## config.mk

```make
export PLATFORM = sky130hd
export DESIGN_NAME = serial_add_ctrl
export DESIGN_NICKNAME = d
export VERILOG_FILES = /design/src/rtl/serial_add_ctrl.sv
export SDC_FILE = /design/constraint.sdc
export NUM_CORES = 1
export LEC_CHECK = 0
export CAP_MARGIN = 15
export CORE_UTILIZATION = 35
export CTS_BUF_LIST = sky130_fd_sc_hd__clkbuf_8
export CTS_CLUSTER_DIAMETER = 80
export DETAILED_ROUTE_END_ITERATION = 16
export PLACE_DENSITY = 0.62
export SLEW_MARGIN = 20
export SYNTH_ARGS = -nofsm -noshare
export SYNTH_HDL_FRONTEND = slang
export SYNTH_SLANG_ARGS = --single-unit
export TNS_END_PERCENT = 20
```

## constraint.sdc

```tcl
create_clock -name clk -period 1.8 [get_ports clk]
set_input_delay 0.18 -clock clk [delete_from_list [all_inputs] [get_ports clk]]
set_output_delay 0.18 -clock clk [all_outputs]
set_load 0.02 [all_outputs]
```

## src/rtl/serial_add_ctrl.sv

```systemverilog
// Bit-serial adder sequencer: one shared 1-bit add cell (two half adds + carry register) stepped LSB-first.
// Optional subtract mode is enabled by defining SERIAL_ADD_SUB_EN.
module serial_add_ctrl #(
  parameter int WIDTH = 8
) (
  input  logic             clk,
  input  logic             rst_n,
  input  logic             start,
  input  logic [WIDTH-1:0] a,
  input  logic [WIDTH-1:0] b,
`ifdef SERIAL_ADD_SUB_EN
  input  logic             sub,
`endif
  output logic             busy,
  output logic             done,
  output logic [WIDTH-1:0] sum,
  output logic             cout
);

  localparam int CW = (WIDTH > 1) ? $clog2(WIDTH) : 1;

  typedef enum logic [1:0] {
    IDLE = 2'd0,
    RUN  = 2'd1,
    DONE = 2'd2
  } state_t;

  state_t           state_r, state_s;
  logic [WIDTH-1:0] opa_r, opa_s;
  logic [WIDTH-1:0] opb_r, opb_s;
  logic [WIDTH-1:0] sum_r, sum_s;
  logic [CW-1:0]    cnt_r, cnt_s;
  logic             carry_r, carry_s;
  logic             cout_r, cout_s;
  logic             busy_r, busy_s;
  logic             done_r, done_s;
  logic [1:0]       ha0_s, ha1_s;
  logic             bit_s, cnext_s, sub_s;

  // Returns {carry, sum} of a single half-adder cell.
  function automatic logic [1:0] half_add(input logic x, input logic y);
    return {x & y, x ^ y};
  endfunction

`ifdef SERIAL_ADD_SUB_EN
  assign sub_s = sub;
`else
  assign sub_s = 1'b0;
`endif

  // Full add built as two cascaded half adds; their carries never both set, so OR suffices.
  assign ha0_s   = half_add(opa_r[0], opb_r[0]);
  assign ha1_s   = half_add(ha0_s[0], carry_r);
  assign bit_s   = ha1_s[0];
  assign cnext_s = ha0_s[1] | ha1_s[1];

  // Next-state and datapath update for the sequencer.
  always_comb begin
    state_s = state_r;
    opa_s   = opa_r;
    opb_s   = opb_r;
    sum_s   = sum_r;
    cnt_s   = cnt_r;
    carry_s = carry_r;
    cout_s  = cout_r;
    busy_s  = 1'b0;
    done_s  = 1'b0;
    case (state_r)
      IDLE: begin
        if (start) begin
          opa_s   = a;
          opb_s   = sub_s ? ~b : b;
          carry_s = sub_s;
          cnt_s   = '0;
          sum_s   = '0;
          busy_s  = 1'b1;
          state_s = RUN;
        end else begin
          state_s = IDLE;
        end
      end
      RUN: begin
        sum_s   = {bit_s, sum_r[WIDTH-1:1]};
        opa_s   = {1'b0, opa_r[WIDTH-1:1]};
        opb_s   = {1'b0, opb_r[WIDTH-1:1]};
        carry_s = cnext_s;
        cnt_s   = cnt_r + CW'(1'b1);
        if (cnt_r == CW'(WIDTH - 1)) begin
          cout_s  = cnext_s;
          done_s  = 1'b1;
          state_s = DONE;
        end else begin
          busy_s  = 1'b1;
          state_s = RUN;
        end
      end
      DONE: begin
        state_s = IDLE;
      end
      default: begin
        state_s = IDLE;
      end
    endcase
  end

  // State and datapath registers; busy/done are registered from the next state.
  always_ff @(posedge clk or negedge rst_n) begin
    if (!rst_n) begin
      state_r <= IDLE;
      opa_r   <= '0;
      opb_r   <= '0;
      sum_r   <= '0;
      cnt_r   <= '0;
      carry_r <= 1'b0;
      cout_r  <= 1'b0;
      busy_r  <= 1'b0;
      done_r  <= 1'b0;
    end else begin
      state_r <= state_s;
      opa_r   <= opa_s;
      opb_r   <= opb_s;
      sum_r   <= sum_s;
      cnt_r   <= cnt_s;
      carry_r <= carry_s;
      cout_r  <= cout_s;
      busy_r  <= busy_s;
      done_r  <= done_s;
    end
  end

  assign busy = busy_r;
  assign done = done_r;
  assign sum  = sum_r;
  assign cout = cout_r;

endmodule

```

==> flow_summary.json <==
{
  "antenna_found_initial": 0,
  "drv_cap": 0,
  "intPower_w": 0.001948,
  "worstPathArrival_ns": 1.48,
  "cts.path.max_buffers": 2,
  "timing.critical_path.buf_inv": 1,
  "yosysWarnings": 0,
  "ys_seq_elements": 31,
  "worst_path_max_delay_cell": "clkdlybuf4s50_1",
  "final_common_cell": "dfrtp_1",
  "status": "finished, final reports clean",
  "die-area_sq_um": 4279,
  "cts_tree": "yes",
  "grt_usage": 0.1726,
  "synth_sequential_area_ratio": 0.5511,
  "syn-cell-area_sq_um": 1408,
  "die_h_um": 65.42,
  "setup_violations": 0,
  "switchingPower_w": 0.001135,
  "clock_tree.root_cell": "clkbuf_8",
  "cp.required_ns": 1.62,
  "worstPathMaxFanout": 11,
  "postSynthAreaPerCell_sq_um": 11.17,
  "cts-buffers-inserted": 5,
  "area_delta_synth_final_pct": 28.09,
  "port_buffers": 29,
  "synth_top_cell_by_area": "dfrtp_1",
  "grt_max_degree": 32,
  "wire_per_inst_um": 14.71,
  "drtIter0Drc": 92,
  "synth_nets": 148,
  "cpPeakStageDelay_ns": 0.68,
  "n_antenna_cell": 0,
  "grt_pass1_vias": 1143,
  "power_density_nw_per_um2": 1710,
  "num_io_pins": 30,
  "place_hpwl_um": 1975,
  "ctsHoldBuffers": 0,
  "final.period_utilization": 0.9228,
  "switching_share": 0.3681,
  "pwr-share-comb": 0.400,
  "synth.top_cell.area_share": 0.5511,
  "globalRouteOverflowTotal": 0,
  "drc_errors": 0,
  "layout-drive-gt1-share": 0.08333,
  "final_hold_viol_count": 0,
  "p_leak_nw": 0.7673,
  "critical_path.top_delay_family": "buffers and inverters",
  "place_congestion": 0.6918,
  "cts_setup_buffers": 0,
  "startpoint_type": "flip-flop",
  "dr.pass1.iters": 4,
  "fin_setup_tns_ns": 0,
  "skew_ns": 0.002122,
  "netlist_instances": 126,
  "num-nets-final": 177,
  "die_w_um": 65.42,
  "final_cell_mix": "dfrtp_1, clkdlybuf4s50_1, nor2_1",
  "layout_min_cycle_time_ns": 1.661,
  "start_util": 0.3733,
  "routed_wl_um": 3001,
  "clkTransAtPathRegs_ns": 0.06,
  "crit_chain": "clkdlybuf4s50_1",
  "synthTopCellsByArea": "dfrtp_1, o32ai_1, o22ai_1",
  "preCtsSetupSlack_ns": 0.1265,
  "maxSlewViolCount": 0,
  "clock_sinks": 31,
  "via_count": 1117,
  "max_clock_freq_mhz": 602.1,
  "worstSetupPathType": "reg -> out",
  "max-slew-margin-rel": 0.4458,
  "viasPerCell": 5.475,
  "p_clk_frac": 0.194,
  "holdCritPathClass": "in -> async",
  "rows": 22,
  "ir_drop_uv": 629.5,
  "post_cts_resized": 0,
  "tightest_slew_ns": 0.8296,
  "p_seq_frac": 0.407,
  "setup_slack_ns": 0.1390,
  "clock_latency_ns": 0.29,
  "coreArea_sq_um": 3771,
  "synth_cell_types": 23,
  "rsz0062_at_grt": "false",
  "worst_setup_path_end_kind": "output port",
  "grt_first_pass_wirelength_um": 5340,
  "htreeDepth": 2,
  "antenna_left": 0
}
cells by family after synthesis:
group | Yosys count | share of synthesized area
adder cells (fa/ha/maj) | 3 | 0.03200
multiplexers | 1 | 0.007111
buffers and inverters | 17 | 0.07644
AO/OA/AOI/OAI | 46 | 0.2391
AND/OR/NAND/NOR | 28 | 0.09422
flip-flops | 31 | 0.5511
power by group through the flow:
stage	clock (W)	combinational (W)	sequential, W
after floorplan	0	0.000782	0.00133
after global placement	0	0.00119	0.00125
after detailed placement	0	0.00124	0.00126
after CTS	0.000611	0.00124	0.00125
after global routing	0.000648	0.00139	0.00130
final	0.000597	0.00123	0.00125
layout make-up:
cell class / instances / area [sq um]
multi-input combinational: 78 / 524.3
fill: 337 / 1968
clock inverter: 1 / 3.754
inverter: 6 / 22.52
sequential: 31 / 775.7
timing repair buffer: 33 / 320.3
clock buffer: 7 / 96.34
tap: 48 / 60.06
cell usage after synthesis:
library cell	instances
mux2i_1	1
or2_1	1
buf_4	2
clkbuf_4	1
a22o_1	9
o21ai_1	4
nand2_1	6
nor2b_1	2
dfrtp_1	31
o22ai_1	14
ha_1	2
o21bai_1	1
o32ai_1	14
fa_1	1
o21ai_0	4
nand2b_1	1
buf_2	5
nand3b_2	1
nor2_1	16
buf_6	2
buf_8	1
inv_1	6
nand2b_4	1
worst paths after layout:
check | start | to | slack, ns | depth (start not counted)
max | done$_DFF_PN0_ | done | 0.14 | 1
min | rst_n | opb_r[3]$_DFFE_PN0P_ | 0.28 | 2
max reg2reg | state_r[0]$_DFF_PN0_ | opb_r[3]$_DFFE_PN0P_ | 0.29 | 4
min reg2reg | carry_r$_DFFE_PN0P_ | carry_r$_DFFE_PN0P_ | 0.48 | 2
max in group asynchronous | rst_n | sum[5]$_DFFE_PN0P_ | 1.24 | 2
min in group clk | b[7] | opb_r[7]$_DFFE_PN0P_ | 0.46 | 3
worst reg2reg max path, stage by stage, from the launching register on:
cell      delay [ns]
dfrtp_1         0.41
buf_4           0.20
nand2b_1        0.49
o22ai_1         0.20
nor2_1          0.14
flip-flops by register name, indices dropped and copies added, names as in the netlist:
register,count
sum,8
cout,1
cnt_r,3
carry_r,1
state_r,1
done,1
opb_r,8
opa_r,8
routing by layer:
metal,up-vias,GRT usage,routed length (um)
met4,0,0.1223,101
met3,8,0.03646,131
met5,-,0,0
met1,555,0.2299,1435
li1,523,-,-
met2,31,0.2474,1333
through the flow:
| step | power (W) | hold WS [ns] | cells | cell area, sq um | util |
|---|---|---|---|---|---|
| 6_report | 0.003083 | 0.2788 | 204 | 1803 | 0.4781 |
| 5_1_grt | 0.003335 | 0.3314 | 204 | 1803 | 0.4781 |
| 4_1_cts | 0.003105 | 0.2878 | 204 | 1803 | 0.4781 |
| 3_5_place_dp | 0.002497 | 0.4762 | 196 | 1703 | 0.4516 |
| 3_3_place_gp | 0.002443 | 0.4688 | 196 | 1703 | 0.4516 |
| 2_1_floorplan | 0.002108 | -0.1156 | 126 | 1408 | - |
Power figures use the tool's default switching activity.
